--- src/rtl/io_bridge.sv ---
// io_bridge: splits cpu bus cycles between the RAM and the I/O window
// (cpu_a[17:16]==2'b11), buffers UART TX bytes in a FIFO, supplies the
// 0x30004 cycle counter and program-done flag, and holds cpu_rdy low while
// the TX FIFO cannot take another byte.
//
// Ports
//   clk_in, rst_in           clock, async active-low reset
//   cpu_a/cpu_wr/cpu_dout    bus request from the cpu
//   cpu_din                  read data, valid the cycle after the address
//   cpu_rdy                  low freezes the cpu
//   ram_a/ram_wr/ram_dout    RAM request; ram_din returns one cycle later
//   tx_data/tx_valid/tx_ready   UART transmit handshake (FIFO head)
//   rx_data/rx_valid/rx_pop     UART receive side (IO_BRIDGE_RX_EN only)
//   program_done             sticky, set by the write to 0x30004
//
// Build option: define IO_BRIDGE_RX_EN to map the UART receive byte at
// 0x30000 reads; otherwise those reads return 0x00 and rx_pop stays 0.
module io_bridge #(
  parameter int TX_DEPTH_LOG2 = 3,
  parameter int RAM_AW        = 17
) (
  input  logic              clk_in,
  input  logic              rst_in,
  input  logic [31:0]       cpu_a,
  input  logic              cpu_wr,
  input  logic [7:0]        cpu_dout,
  output logic [7:0]        cpu_din,
  output logic              cpu_rdy,
  output logic [RAM_AW-1:0] ram_a,
  output logic              ram_wr,
  output logic [7:0]        ram_dout,
  input  logic [7:0]        ram_din,
  output logic [7:0]        tx_data,
  output logic              tx_valid,
  input  logic              tx_ready,
  input  logic [7:0]        rx_data,
  input  logic              rx_valid,
  output logic              rx_pop,
  output logic              program_done
);
  localparam int DEPTH = 1 << TX_DEPTH_LOG2;
  localparam int CW    = TX_DEPTH_LOG2 + 1;
  // Freeze one entry early so a write already on the bus always fits.
  localparam logic [CW-1:0] FULL_TH = CW'(DEPTH - 1);

  typedef enum logic [1:0] {SEL_RAM, SEL_RX, SEL_CNT, SEL_ZERO} rd_sel_e;

  // ---------------------------------------------------------------- decode
  logic        io, acc_rd, acc_wr, hit_tx, hit_cnt, hit_stop;
  logic [15:0] io_off;

  assign io       = (cpu_a[17:16] == 2'b11);
  assign io_off   = cpu_a[15:0];
  assign acc_rd   = cpu_rdy & ~cpu_wr;
  assign acc_wr   = cpu_rdy & cpu_wr;
  assign hit_tx   = io & (io_off == 16'h0000);
  assign hit_cnt  = io & (io_off[15:2] == 14'h0001);
  assign hit_stop = io & (io_off == 16'h0004);

  assign ram_a    = cpu_a[RAM_AW-1:0];
  assign ram_dout = cpu_dout;
  assign ram_wr   = cpu_wr & ~io & cpu_rdy;

  logic a_unused;
  assign a_unused = ^cpu_a[31:18];

  // --------------------------------------------------------------- TX FIFO
  logic [TX_DEPTH_LOG2-1:0] wptr, rptr;
  logic [CW-1:0]            tx_count;
  logic [7:0]               mem [DEPTH];
  logic                     push, pop;
  logic [7:0]               push_data;

  // The stop write pushes 0x00 past the zero filter; nothing in the I/O
  // window is writable once program_done is set.
  always_comb begin
    push      = 1'b0;
    push_data = cpu_dout;
    if (acc_wr && !program_done) begin
      if (hit_tx && cpu_dout != 8'h00) begin
        push = 1'b1;
      end else if (hit_stop) begin
        push      = 1'b1;
        push_data = 8'h00;
      end
    end
  end

  assign pop      = tx_valid & tx_ready;
  assign tx_valid = (tx_count != '0);
  assign tx_data  = mem[rptr];
  assign cpu_rdy  = ~(tx_count >= FULL_TH);

  always_ff @(posedge clk_in or negedge rst_in) begin
    if (!rst_in) begin
      wptr     <= '0;
      rptr     <= '0;
      tx_count <= '0;
    end else begin
      if (push) wptr <= wptr + 1'b1;
      if (pop)  rptr <= rptr + 1'b1;
      case ({push, pop})
        2'b10:   tx_count <= tx_count + 1'b1;
        2'b01:   tx_count <= tx_count - 1'b1;
        default: ;
      endcase
    end
  end

  always_ff @(posedge clk_in) begin
    if (push) mem[wptr] <= push_data;
  end

  // ---------------------------------------------------------- program done
  always_ff @(posedge clk_in or negedge rst_in) begin
    if (!rst_in)                                  program_done <= 1'b0;
    else if (acc_wr && hit_stop && !program_done) program_done <= 1'b1;
  end

  // -------------------------------------------------------------- RX side
  logic       rx_take;
  logic [7:0] rx_byte_q;

`ifdef IO_BRIDGE_RX_EN
  assign rx_take = acc_rd & hit_tx & rx_valid;

  always_ff @(posedge clk_in or negedge rst_in) begin
    if (!rst_in) begin
      rx_byte_q <= '0;
      rx_pop    <= 1'b0;
    end else begin
      rx_pop <= rx_take;
      if (rx_take) rx_byte_q <= rx_data;
    end
  end
`else
  logic rx_unused;
  assign rx_take   = 1'b0;
  assign rx_byte_q = '0;
  assign rx_pop    = 1'b0;
  assign rx_unused = ^{rx_data, rx_valid};
`endif

  // ------------------------------------------------- counter and read path
  logic [31:0] cnt, cnt_snap;
  rd_sel_e     rd_sel;
  logic [1:0]  rd_byte;

  // Only the byte-0 read snapshots, so a 4-byte read sequence is coherent.
  always_ff @(posedge clk_in or negedge rst_in) begin
    if (!rst_in) begin
      cnt      <= '0;
      cnt_snap <= '0;
      rd_sel   <= SEL_RAM;
      rd_byte  <= '0;
    end else begin
      cnt <= cnt + 32'd1;
      if (acc_rd) begin
        rd_byte <= cpu_a[1:0];
        if (!io) begin
          rd_sel <= SEL_RAM;
        end else if (hit_cnt) begin
          rd_sel <= SEL_CNT;
          if (cpu_a[1:0] == 2'b00) cnt_snap <= cnt;
        end else if (rx_take) begin
          rd_sel <= SEL_RX;
        end else begin
          rd_sel <= SEL_ZERO;
        end
      end
    end
  end

  always_comb begin
    cpu_din = '0;
    unique case (rd_sel)
      SEL_RAM:  cpu_din = ram_din;
      SEL_RX:   cpu_din = rx_byte_q;
      SEL_CNT:  cpu_din = cnt_snap[{rd_byte, 3'b000} +: 8];
      default:  cpu_din = '0;
    endcase
  end
endmodule

--- config.mk ---
export PLATFORM = sky130hd
export DESIGN_NAME = io_bridge
export DESIGN_NICKNAME = d
export VERILOG_FILES = /design/src/rtl/io_bridge.sv
export SDC_FILE = /design/constraint.sdc
export NUM_CORES = 1
export LEC_CHECK = 0
export ABC_AREA = 1
export BUFFER_PORTS_ARGS = -buffer_cell sky130_fd_sc_hd__buf_4
export CAP_MARGIN = 20
export CORE_ASPECT_RATIO = 0.9
export CORE_MARGIN = 2
export CORE_UTILIZATION = 52
export CTS_CLUSTER_DIAMETER = 150
export DETAILED_ROUTE_END_ITERATION = 6
export PLACE_DENSITY = 0.86
export SETUP_SLACK_MARGIN = 0.05
export SYNTH_ARGS = -nofsm -noshare
export SYNTH_HDL_FRONTEND = slang
export SYNTH_SLANG_ARGS = --single-unit
export TNS_END_PERCENT = 100
--- constraint.sdc ---
create_clock -name clk_in -period 5 [get_ports clk_in]
set_input_delay 0.5 -clock clk_in [delete_from_list [all_inputs] [get_ports clk_in]]
set_output_delay 0.5 -clock clk_in [all_outputs]
set_load 0.02 [all_outputs]
==> tab_implementation.tex <==
\begin{tabular}{lr}
\hline
Metric & Value \\
\hline
\multicolumn{2}{l}{\textbf{Die}} \\
\quad Height of the chip & 114 µm \\
\quad Site Rows & 40 \\
\quad Die width & 126 µm \\
\quad Ports & 107 \\
\quad Area of the core & 13,300 µm² \\
\quad Die area & 14,400 µm² \\
\quad Starting Density & 52.8\% \\
\multicolumn{2}{l}{\textbf{STA}} \\
\quad Final number of max-transition violations & 0 \\
\quad Clock period minus final worst setup slack & 3000 ps \\
\quad Final-layout worst hold slack & 313 ps \\
\quad Period utilisation layout & 60.0\% \\
\quad Final hold violation count & 0 \\
\quad Setup-violating endpoint count in the final report & 0 \\
\quad Setup repair after global routing missed its margin & no \\
\quad Final sum of negative setup slack & 0 ps \\
\quad Worst setup skew after layout & 8.81 ps \\
\quad Slew at the pin with the worst max-slew slack & 1020 ps \\
\quad Fmax & 333 MHz \\
\quad Worst-case headroom to the max-slew limit & 31.4\% \\
\multicolumn{2}{l}{\textbf{Setup path}} \\
\quad Crit path DAT & 2500 ps \\
\quad Dominant delay contributor by cell family on the critical path & buffers and inverters \\
\quad Critical path buffers and inverters & 3 \\
\quad Logic depth of the worst setup path including buffers & 7 \\
\quad WP data required & 4500 ps \\
\quad Cell chain of the critical path & buf\_4, inv\_1, nor2\_1, o32ai\_1, nand2\_1, nand2\_1, buf\_4 \\
\quad Endpoint of the most critical register-to-register path & tx\_count[3] \\
\quad Reg-to-reg slack, setup & 2360 ps \\
\quad Longest individual stage delay on the worst path & 770 ps \\
\quad Critical Path Fanout Max & 34 \\
\quad Path depth of the worst reg2reg path & 13 \\
\quad Worst Setup End Kind & output pin \\
\quad Slowest stage cell, crit path & sky130\_fd\_sc\_hd\_\_inv\_1 \\
\quad Kind of critical path & reg -> out \\
\quad Startpoint type of the worst setup path & flop \\
\quad Reg-to-reg critical path startpoint & tx\_count[1] \\
\multicolumn{2}{l}{\textbf{Yosys}} \\
\quad Mapped Nets & 840 \\
\quad Xor/xnor share of the synthesized area & 4.00\% \\
\quad Fraction of registers with async set/reset & 55.2\% \\
\quad Register area share after synthesis & 55.7\% \\
\quad Distinct cell type count after synthesis & 39 \\
\quad Share of the synthesized area in compound gates (AO/OA/AOI/OAI) & 7.13\% \\
\quad Synth Instances & 772 \\
\quad Number of synthesized register bits & 143 \\
\quad Synthesis Warnings & 0 \\
\quad Post-synthesis mux area share & 0\% \\
\quad EDFF count, synth & 64 \\
\quad Avg Inst Size Synth & 9.07 µm² \\
\quad Post-Synth Adder-Cell Area & 1.36\% \\
\quad Largest family of logic cells by synthesized area & simple AND/OR/NAND/NOR gates \\
\quad Simple-gate portion of the synthesized area & 23.0\% \\
\quad Post-synth design cell area & 7000 µm² \\
\quad Leading register cell type out of synthesis & sky130\_fd\_sc\_hd\_\_dfrtp\_1 \\
\multicolumn{2}{l}{\textbf{Layout}} \\
\quad Most used cells in the layout excluding fill and tap cells & 181 x sky130\_fd\_sc\_hd\_\_nand2\_1, 107 x sky130\_fd\_sc\_hd\_\_nor2\_1, 83 x sky130\_fd\_sc\_hd\_\_buf\_4, 79 x sky130\_fd\_sc\_hd\_\_dfrtp\_1, 73 x sky130\_fd\_sc\_hd\_\_inv\_1 \\
\quad Area growth from synthesis to layout & 16.0\% \\
\quad Number of nets in the finished design & 897 \\
\quad Share of final-layout standard cells stronger than drive strength 1 & 16.5\% \\
\quad Most common cell after layout, fill and taps aside & sky130\_fd\_sc\_hd\_\_nand2\_1 \\
\quad Antenna diode count & 0 \\
\quad Filler-free cell count of the finished design & 1,010 \\
\multicolumn{2}{l}{\textbf{GRT}} \\
\quad Total global routing overflow & 0 \\
\quad Maximum number of pins on one net before global-route repair & 80 \\
\quad Antenna violations before repair & 0 \\
\quad Via count of the first global-routing pass & 5,098 \\
\quad GRT Resource Usage Total & 22.3\% \\
\quad Wire length of the first global-routing pass & 24.8 mm \\
\multicolumn{2}{l}{\textbf{Route}} \\
\quad Number of vias in the routed layout & 5,357 \\
\quad Vias per cell & 5.30 \\
\quad Routed len/inst & 15.0 µm \\
\quad First-pass iteration count of the detailed router & 5 \\
\quad DRC violations left & 0 \\
\quad Total routed wirelength & 15.1 mm \\
\quad Antenna Violating Nets Remaining & 0 \\
\quad Violation count after the first detailed-route iteration & 504 \\
\multicolumn{2}{l}{\textbf{Worst hold path}} \\
\quad Hold path cells & 3 \\
\quad Worst min-delay path class & in -> reg \\
\quad Worst Min Path Start & cpu\_a[0] \\
\quad Destination of the worst hold path & rd\_byte[0] \\
\multicolumn{2}{l}{\textbf{Placed design}} \\
\quad DP Cell Count & 976 \\
\quad RePlAce Congestion & 0.895 \\
\quad HPWL after DPL & 10.3 mm \\
\quad Count of port buffers added during placement & 82 \\
\multicolumn{2}{l}{\textbf{CTS}} \\
\quad CTS Root Buffer Type & sky130\_fd\_sc\_hd\_\_clkbuf\_16 \\
\quad CTS-repair resized insts & 0 \\
\quad Number of H-tree branching levels & 4 \\
\quad Clock slew at reported path FFs & 60 ps \\
\quad Maximum clock path buffer count & 2 \\
\quad Clock latency on the worst-skew pair & 430 ps \\
\quad Setup bufs post-CTS & 0 \\
\quad Total number of clock tree sinks & 143 \\
\quad Clock tree from TritonCTS & yes \\
\quad TritonCTS Buffers & 17 \\
\multicolumn{2}{l}{\textbf{Power and ir drop}} \\
\quad Power Density & 440 nW/µm² \\
\quad Static leakage & 3.49 nW \\
\quad Peak supply drop & 283 µV \\
\multicolumn{2}{l}{\textbf{Run}} \\
\quad Max-cap check violation count & 0 \\
\multicolumn{2}{l}{\textbf{Run status}} \\
\quad Status & finished clean \\
\hline
\end{tabular}
==> where the power goes <==
part           leakage, nW  switching (mW)  internal (mW)
clock                0.260           0.522          0.650
sequential            1.63           0.103           1.27
combinational         1.60           0.646          0.382
total                 3.49            1.27           2.31
==> cell usage after synthesis, types with 4 or more instances <==
cell	number	share of area, %
sky130_fd_sc_hd__buf_1	4	0.21
sky130_fd_sc_hd__o21ai_1	20	1.4
sky130_fd_sc_hd__nand4_1	6	0.54
sky130_fd_sc_hd__o21ai_0	30	2.1
sky130_fd_sc_hd__clkbuf_1	11	0.59
sky130_fd_sc_hd__clkinv_1	5	0.27
sky130_fd_sc_hd__inv_1	73	3.9
sky130_fd_sc_hd__nor3_1	12	0.86
sky130_fd_sc_hd__ha_1	6	1.1
sky130_fd_sc_hd__dfrtp_1	79	28
sky130_fd_sc_hd__nor2_2	7	0.63
sky130_fd_sc_hd__nand3_1	51	3.6
sky130_fd_sc_hd__buf_4	26	2.8
sky130_fd_sc_hd__nor2_1	107	5.7
sky130_fd_sc_hd__xor2_1	30	3.8
sky130_fd_sc_hd__edfxtp_1	64	27
sky130_fd_sc_hd__buf_6	4	0.64
sky130_fd_sc_hd__a21oi_1	10	0.71
sky130_fd_sc_hd__o32ai_1	16	2.0
sky130_fd_sc_hd__o21ai_2	5	0.63
sky130_fd_sc_hd__nand2_1	181	9.7
==> worst max-delay path by stage <==
stage,from,to,slack [ps]
detailed placement,cpu_a[0],tx_count[3],2280
CTS,rptr[0],tx_data[7],2000
floorplan,tx_count[1],tx_count[3],2570
global route,rptr[0],tx_data[5],1770
global placement,cpu_a[11],tx_count[3],2360
finish,rptr[0],tx_data[7],2000
==> per-stage QoR <==
| step | util (%) | setup WS (ps) | total power [mW] | cell area (µm²) |
|---|---|---|---|---|
| final | 61.2 | 2000 | 3.58 | 8120 |
| after global routing | 61.2 | 1770 | 3.74 | 8120 |
| after CTS | 60.9 | 2000 | 3.58 | 8080 |
| after detailed placement | 56.8 | 2280 | 2.42 | 7530 |
| after global placement | 56.8 | 2360 | 2.38 | 7530 |
| after floorplan | - | 2570 | 2.06 | 7000 |
==> final cells by class <==
cell class	instances	area, µm²
fillers	1052	5140
flip-flops and latches	143	3900
multi-input cells	501	2490
repair buffers	85	661
clock buffers	18	429
inverters	81	309
well taps	168	210
clock inverters	14	125
==> tightest hold or removal path: cells and delay by family <==
| family | cells | cell delay [ps] |
|---|---|---|
| buf+inv | 1 | 100 |
| compound gates | 1 | 60 |
| simple gates | 1 | 50 |
==> per-layer routing <==
metal	GRT usage [%]	up-vias	share of wire, %
met3	5.37	28	5.2
li1	-	2619	-
met1	28.4	2542	42
met2	37.7	168	50
met4	8.21	0	2.2
met5	0	-	0
==> logic make-up after synthesis <==
logic type / Yosys count
flops: 143
fa+ha+maj: 7
simple gates: 378
xor+xnor: 32
compound gates: 83
buf+inv: 128
other cells: 1
==> state kept, by name (all words and copies together), names as in the netlist <==
| register | count |
|---|---|
| cnt | 32 |
| tx_count | 4 |
| cnt_snap | 32 |
| rd_sel | 2 |
| wptr | 3 |
| program_done | 1 |
| mem | 64 |
| rd_byte | 2 |
| rptr | 3 |
==> repair_timing <==
item                                    CTS  global route
endpoints found under the setup margin    0             0
hold buffers                              0             1
endpoints found under the hold margin     0             7
(Power assumes the default switching activity.)
